`src/rtl/in_to_fifo.sv`:
```
// Write-side bridge: captures receiver bytes into a small circular holding
// buffer and drains them into the shared FIFO with a one-cycle write strobe.
module in_to_fifo #(
    parameter int WIDTH = 8,
    parameter int DEPTH = 4,
    parameter int CNT_W = 8
) (
    input  logic                   clk,
    input  logic                   rst,
    input  logic                   enable,
    input  logic [WIDTH-1:0]       in_data,
    input  logic                   in_valid,
    input  logic                   fifo_full,
    input  logic                   fifo_busy,
    input  logic                   clear_ovf,
    output logic                   fifo_we,
    output logic [WIDTH-1:0]       fifo_wdata,
    output logic                   overflow,
    output logic [CNT_W-1:0]       drop_count,
    output logic [$clog2(DEPTH):0] pending,
    output logic [1:0]             state
);

    localparam int AW = $clog2(DEPTH);
    localparam int PW = AW + 1;

    typedef enum logic [1:0] {
        IDLE  = 2'd0,
        WRITE = 2'd1,
        GAP   = 2'd2,
        SPARE = 2'd3
    } state_t;

    state_t           state_q, state_d;
    logic [AW-1:0]    wr_q, wr_d;
    logic [AW-1:0]    rd_q, rd_d;
    logic [PW-1:0]    cnt_q, cnt_d;
    logic             we_q, we_d;
    logic [WIDTH-1:0] wdata_q, wdata_d;
    logic             ovf_q, ovf_d;
    logic [CNT_W-1:0] drops_q, drops_d;
    logic [WIDTH-1:0] buf_q [DEPTH];

    logic push, drop, pop;

    // Space is judged on pre-edge occupancy, so a same-cycle pop never frees room.
    assign push = enable && in_valid && (cnt_q < PW'(DEPTH));
    assign drop = enable && in_valid && !push;

    always_comb begin
        state_d = state_q;
        wr_d    = wr_q;
        rd_d    = rd_q;
        we_d    = 1'b0;
        wdata_d = wdata_q;
        ovf_d   = ovf_q;
        drops_d = drops_q;
        pop     = 1'b0;

        if (clear_ovf) begin
            ovf_d   = 1'b0;
            drops_d = '0;
        end
        if (drop) begin
            ovf_d = 1'b1;
            if (drops_d != '1) drops_d = drops_d + CNT_W'(1);
        end

        if (push) wr_d = wr_q + AW'(1);

        if (!enable) begin
            state_d = IDLE;
        end else begin
            unique case (state_q)
                IDLE: begin
                    if ((cnt_q != '0) && !fifo_full && !fifo_busy) begin
                        pop     = 1'b1;
                        we_d    = 1'b1;
                        wdata_d = buf_q[rd_q];
                        rd_d    = rd_q + AW'(1);
                        state_d = WRITE;
                    end
                end
                WRITE:   state_d = GAP;
                GAP:     state_d = IDLE;
                default: state_d = IDLE;
            endcase
        end

        unique case ({push, pop})
            2'b10:   cnt_d = cnt_q + PW'(1);
            2'b01:   cnt_d = cnt_q - PW'(1);
            default: cnt_d = cnt_q;
        endcase
    end

    always_ff @(posedge clk) begin
        if (rst) begin
            state_q <= IDLE;
            wr_q    <= '0;
            rd_q    <= '0;
            cnt_q   <= '0;
            we_q    <= 1'b0;
            wdata_q <= '0;
            ovf_q   <= 1'b0;
            drops_q <= '0;
        end else begin
            state_q <= state_d;
            wr_q    <= wr_d;
            rd_q    <= rd_d;
            cnt_q   <= cnt_d;
            we_q    <= we_d;
            wdata_q <= wdata_d;
            ovf_q   <= ovf_d;
            drops_q <= drops_d;
        end
    end

    always_ff @(posedge clk) begin
        if (push) buf_q[wr_q] <= in_data;
    end

    assign fifo_we    = we_q;
    assign fifo_wdata = wdata_q;
    assign overflow   = ovf_q;
    assign drop_count = drops_q;
    assign pending    = cnt_q;
    assign state      = state_q;

endmodule

```
`config.mk`:
```
export PLATFORM = sky130hd
export DESIGN_NAME = in_to_fifo
export DESIGN_NICKNAME = d
export VERILOG_FILES = /design/src/rtl/in_to_fifo.sv
export SDC_FILE = /design/constraint.sdc
export NUM_CORES = 1
export LEC_CHECK = 0
export ABC_AREA = 1
export CAP_MARGIN = 40
export CORE_ASPECT_RATIO = 2
export CORE_MARGIN = 1
export CORE_UTILIZATION = 53
export CTS_CLUSTER_SIZE = 12
export DETAILED_ROUTE_END_ITERATION = 8
export GPL_TIMING_DRIVEN = 0
export PLACE_DENSITY = 0.78
export SETUP_SLACK_MARGIN = 0.15
export SYNTH_ARGS = -nofsm -noshare
export SYNTH_HDL_FRONTEND = slang
export SYNTH_SLANG_ARGS = --single-unit
```
`constraint.sdc`:
```
create_clock -name clk -period 2.4 [get_ports clk]
set_input_delay 0.6 -clock clk [delete_from_list [all_inputs] [get_ports clk]]
set_output_delay 0.6 -clock clk [all_outputs]
set_load 0.005 [all_outputs]
```
==> impl_metrics.yaml, run 1 <==
clock_network:
  cts.sinks: 59
  cts_root_buf: "clkbuf_8"
  cts_buffer_depth: 2
  htreeDepth: 3
  clock_latency_ns: 0.33
  holdBufCountCts: 0
  cts_tree: "yes"
  cts_buffers: 9
  path_clk_slew_ns: 0.07
timing:
  finalMaxSlewViolations: 0
  layout_setup_ws_ns: 0.2117
  fin_worst_skew_ns: 0.008785
  period_needed_ns: 2.188
  whs_ns: 0.4672
  setup_violations: 0
  slew_headroom_pct: 47.82
  hold_viol_final: 0
  fmax_mhz: 457.0
  tightestPinTransition_ns: 0.7798
  rsz0062_at_grt: "false"
  min_period_over_period_pct: 91.18
outcome:
  status: "finished, final reports clean"
floorplan:
  die_width_um: 50.71
  initial_core_util_pct: 54.69
  coreArea_um2: 4598
  ios: 38
  die_h_um: 99.42
  rows: 35
  dieArea_um2: 5041
critical_path:
  path_class: "in -> reg"
  r2r_slack_ns: 0.36
  critPathCaptureType: "flop"
  cp_max_fo: 3
  cpPeakStageDelay_ns: 0.40
  cp.arrival_ns: 2.41
  critPathMostFrequentCell: "o21ai_1"
  critPathSlowestCell: "clkdlybuf4s50_1"
  crit_required_ns: 2.62
  crit_chain: "clkdlybuf4s50_1 -> nand3b_4 -> nor3_4 -> buf_6 -> ha_1 -> inv_2 -> fa_2 -> a21oi_2 -> o21ai_1 -> o21ai_1 -> a21oi_1"
  startpoint_type: "input port"
pwr:
  p_int_w: 0.001655
  power_frac_seq_pct: 51.7
  clock_power_share_pct: 41.2
  leakage_nw: 1.215
  combPwrFrac_pct: 7.1
  power.density_nw_per_um2: 659.0
  ir_drop_mv: 0.6621
  swShare_pct: 22.15
  p_switching_w: 0.0004709
grt:
  grt_antenna_before_repair: 0
  grt_pass1_vias: 1890
  grt_pass1_wl_um: 8652
  grt_usage_pct: 24.38
  grt-ovfl-total: 0
  grt_max_degree: 11
min_path:
  hp-class: "reg -> reg"
detailed_routing:
  finalWirelength_um: 5493
  drtPass1Iterations: 4
  ant_nets: 0
  drt_iter0_drc: 60
  drt-wirelength-per-cell_um: 14.93
  viasPerCell: 5.285
  vias: 1945
  drc: 0
place:
  port_buffers: 37
  place_area_um2: 2954
  dp_hpwl_um: 3861
  gp_congestion: 0.8133
  pre_cts_slack_ns: -0.4386
synthesis:
  yosys.area_share.xor_xnor_pct: 1.045
  netlist_instances: 255
  synth_warnings: 0
  synth_area_per_cell_um2: 9.862
  synth-compound-area-share_pct: 11.44
  synth_nets: 277
  ys_ff_latch: 59
  synth_top_family_by_area: "simple AND/OR/NAND/NOR gates"
  ys_types: 33
  synth_area_um2: 2515
  synth_fa_ha_area_share_pct: 3.781
  synthMuxAreaShare_pct: 0
  yosysSeqAreaShare_pct: 59.70
  yosys.area_share.simple_pct: 18.06
final_layout:
  n_antenna_cell: 0
  fin_area_um2: 3226
  final_nets: 330
  final_layout_size_suffix_gt1_share_pct: 16.29
  area_delta_synth_final_pct: 28.26
flow_run:
  drv_cap: 0
-- layout make-up --
type                       instances  area (µm²)
fill                             356        1373
inverter                          26       101.3
tap                               55       68.82
clock buffer                      10       137.6
multi-input combinational        161       895.9
timing repair buffer              42       410.4
sequential                        59        1501
buffer                             9       55.05
clock inverter                     6       55.05
-- per-stage QoR --
stage	utilization, %	TNS (ns)	total power (W)	std cells
2_1_floorplan	-	0	0.001188	255
3_3_place_gp	64.24	-9.185	0.001253	347
3_5_place_dp	64.24	-11.42	0.001258	347
4_1_cts	69.12	0	0.002128	364
5_1_grt	70.15	0	0.002193	368
6_report	70.15	0	0.002126	368
-- state kept, by name (all words and copies together) (netlist names) --
register	count
wr_q	2
overflow	1
buf_q	32
rd_q	2
fifo_wdata	8
fifo_we	1
pending	3
drop_count	8
state	2
-- layer usage --
| layer | routed length [µm] | share of wire (%) | up-vias | global-route usage [%] |
|---|---|---|---|---|
| li1 | - | - | 959 | - |
| met4 | 78 | 1.4 | 0 | 12.82 |
| met2 | 3252 | 59 | 53 | 45.74 |
| met3 | 190 | 3.5 | 6 | 5.810 |
| met1 | 1972 | 36 | 927 | 23.29 |
| met5 | 0 | 0 | - | 0 |
-- power by group through the flow --
stage                     Combinational, W  Sequential [W]  Clock [W]
after floorplan                  0.0000682         0.00112          0
after global placement            0.000133         0.00112          0
after detailed placement          0.000137         0.00112          0
after CTS                         0.000144         0.00110   0.000885
after global routing              0.000166         0.00110   0.000926
final                             0.000151         0.00110   0.000876
-- cell families (layout without fill, tap and decap cells) --
kind of cell / Yosys count / after routing
AND/OR/NAND/NOR: 101 / 101
flip-flops: 59 / 59
AO/OA/AOI/OAI: 50 / 50
buffers and inverters: 35 / 93
adder cells (fa/ha/maj): 7 / 7
XOR/XNOR: 3 / 3
-- final timing paths --
path	from	endpoint	depth (start not counted)
setup / recovery	fifo_full	pending[2]	11
hold / removal	state[1]	state[1]	1
setup reg to reg	pending[2]	pending[2]	12
hold reg to reg	state[1]	state[1]	1
-- cells in the final DEF, fill, tap and decap left out, types with 3 or more instances in the layout --
cell type	netlist	final
nor2_1	56	56
clkdlybuf4s50_1	0	36
edfxtp_1	32	32
dfxtp_1	27	27
nand2_1	21	21
inv_1	22	19
o21ai_0	18	16
a21oi_1	15	14
clkbuf_8	0	10
o21ai_1	7	9
o32ai_1	8	8
nand3_1	7	7
ha_1	6	6
inv_2	3	5
buf_4	1	5
nand2_2	4	4
buf_2	4	4
nor2_2	3	3
clkinv_2	1	3
-- timing repair --
item | in CTS | in global routing
pin swaps | 1 | 1
gates resized for setup | 9 | 5
cloned | 0 | 0
setup buffers | 1 | 4
endpoints found under the hold margin | 0 | 0
endpoints found under the setup margin | 34 | 42
-- Yosys cell counts (all sizes together) --
library cell / number / area share (%)
xnor2: 2 / 0.70
xor2: 1 / 0.35
buf: 6 / 1.5
clkbuf: 3 / 0.50
fa: 1 / 0.80
o21ai: 25 / 5.0
clkinv: 1 / 0.20
ha: 6 / 3.0
edfxtp: 32 / 38
dfxtp: 27 / 21
nor3: 3 / 0.80
a21oi: 16 / 3.3
nand3: 9 / 2.2
o31a: 1 / 0.35
o32ai: 8 / 2.8
nand2: 26 / 4.6
nand3b: 1 / 0.45
nor2: 60 / 9.6
or2: 2 / 0.50
inv: 25 / 3.7
-- critical path, delay by kind of cell --
family	cells	cell delay [ns]
compound gates	4	0.41
simple gates	2	0.31
buf+inv	3	0.58
fa+ha+maj	2	0.51
Note: power is estimated with default switching activity, not from simulation.
==> inputs of run 2 (changes only) <==
--- a/config.mk
+++ b/config.mk
@@ -13,7 +13,7 @@
 export CTS_CLUSTER_SIZE = 12
 export DETAILED_ROUTE_END_ITERATION = 8
 export GPL_TIMING_DRIVEN = 0
-export PLACE_DENSITY = 0.78
+export PLACE_DENSITY_LB_ADDON = 0.25
 export SETUP_SLACK_MARGIN = 0.15
 export SYNTH_ARGS = -nofsm -noshare
 export SYNTH_HDL_FRONTEND = slang
==> impl_metrics.yaml, run 2 (same netlist as run 1, synthesis figures left out) <==
critical_path:
  cp_max_fo: 3
  critPathTopFamily: "buffers and inverters"
  cp.arrival_ns: 2.46
  critPathMostFrequentCell: "a21oi_1"
  startpoint_type: "input port"
  crit_buf_inv: 3
  crit_chain: "clkdlybuf4s50_1 -> nand3b_4 -> nor3_4 -> buf_6 -> ha_4 -> inv_4 -> fa_2 -> a21oi_1 -> o21ai_0 -> o21ai_1 -> a21oi_1"
  crit_required_ns: 2.62
  cpPeakStageDelay_ns: 0.39
  path_class: "in -> reg"
  critPathSlowestCell: "clkdlybuf4s50_1"
  critPathCaptureType: "flop"
final_layout:
  fin_area_um2: 3231
  area_delta_synth_final_pct: 28.46
  instances_no_fill: 365
  mostFrequentLayoutCells: "nor2_1 (54), clkdlybuf4s50_1 (35), edfxtp_1 (32)"
  top_register: "buf_q"
  n_antenna_cell: 0
  final_common_cell: "nor2_1"
  final_nets: 327
  final_layout_size_suffix_gt1_share_pct: 16.77
  largest_register_ffs: 32
grt:
  grt-ovfl-total: 0
  grt_pass1_vias: 1868
  grt_antenna_before_repair: 0
  grt_pass1_wl_um: 8652
  grt_usage_pct: 24.62
  grt_max_degree: 11
clock_network:
  cts_tree: "yes"
  cts_buffers: 9
  clock_latency_ns: 0.33
  cts_root_buf: "clkbuf_8"
  cts.sinks: 59
  htreeDepth: 3
  path_clk_slew_ns: 0.06
  cts_buffer_depth: 2
floorplan:
  dieArea_um2: 5041
  initial_core_util_pct: 54.69
  die_h_um: 99.42
  rows: 35
  ios: 38
  coreArea_um2: 4598
  die_width_um: 50.71
timing:
  whs_ns: 0.4544
  tightestPinTransition_ns: 0.7726
  tns_ns: 0
  slew_headroom_pct: 48.30
  fin_worst_skew_ns: 0.004830
  min_period_over_period_pct: 93.32
  setup_violations: 0
  hold_viol_final: 0
  finalMaxSlewViolations: 0
  period_needed_ns: 2.240
  rsz0062_at_grt: "true"
  fmax_mhz: 446.5
place:
  gp_congestion: 0.7890
  port_buffers: 37
  dp_hpwl_um: 3886
  dp.cells: 347
  place_area_um2: 2954
detailed_routing:
  drtPass1Iterations: 4
  finalWirelength_um: 5615
  viasPerCell: 5.282
  vias: 1928
  drt_iter0_drc: 49
  drt-wirelength-per-cell_um: 15.38
  drc: 0
  ant_nets: 0
pwr:
  power_w: 0.002127
  ir_drop_mv: 0.4841
  power.density_nw_per_um2: 658.5
  leakage_nw: 1.214
outcome:
  status: "finished, final reports clean"
min_path:
  hp-class: "reg -> reg"
flow_run:
  drv_cap: 0
run 2: cell types whose count changed in the layout (fill, tap and decap cells not counted), sizes merged:
cell	delta
clkdlybuf4s50	-1
buf	-3
clkinvlp	-1
dlygate4sd2	+1
bufinv	-1
clkbuf	+5
clkinv	-3
run 2: worst reg2reg max path: stages, from the launching register on:
cell      delay, ns
dfxtp_1        0.45
inv_2          0.08
nand3_2        0.09
nand3b_4       0.09
nor3_4         0.19
buf_6          0.13
ha_4           0.12
inv_4          0.04
fa_2           0.35
a21oi_1        0.15
o21ai_0        0.12
o21ai_1        0.14
a21oi_1        0.05
run 2: repair_timing:
action                                  in CTS  in global routing
hold buffers                                 0                  0
gates resized for setup                      4                 15
endpoints found under the setup margin      34                 10
buffers inserted                             1                  1
pin swaps                                    0                  2
run 2: metrics by stage:
step	setup slack (ns)	util [%]
CTS	0.1140	68.87
finish	0.1602	70.26
global placement	-0.3809	64.24
global route	0.09754	70.26
detailed placement	-0.4248	64.24
floorplan	0.2280	-
run 2: final timing paths:
path	start	end	slack [ns]	cells after the start
setup / recovery	fifo_full	pending[2]	0.16	11
hold / removal	state[1]	state[1]	0.45	1
hold reg to reg	state[1]	state[1]	0.45	1
setup reg to reg	pending[2]	pending[2]	0.27	12
run 2: power by group:
group          leakage [nW]  switching [W]  internal (W)
Combinational         0.599      0.0000850     0.0000685
Sequential            0.509      0.0000106       0.00109
Clock                 0.106       0.000359      0.000515
Total                  1.21       0.000455       0.00167
run 2: layer usage:
layer | GRT usage [%] | wire (µm) | share of wire, % | vias to the layer above
li1 | - | - | - | 956
met4 | 13.89 | 212 | 3.8 | 0
met3 | 7.187 | 218 | 3.9 | 16
met5 | 0 | 0 | 0 | -
met2 | 46.67 | 3190 | 57 | 45
met1 | 21.73 | 1994 | 36 | 911
run 2: layout make-up:
cell class,instances,area [µm²]
flip-flops and latches,59,1501
fillers,360,1368
multi-input cells,161,913.4
repair buffers,39,386.6
clock buffers,15,196.4
inverters,26,103.9
well taps,55,68.82
plain buffers,9,55.05
clock inverters,1,5.005
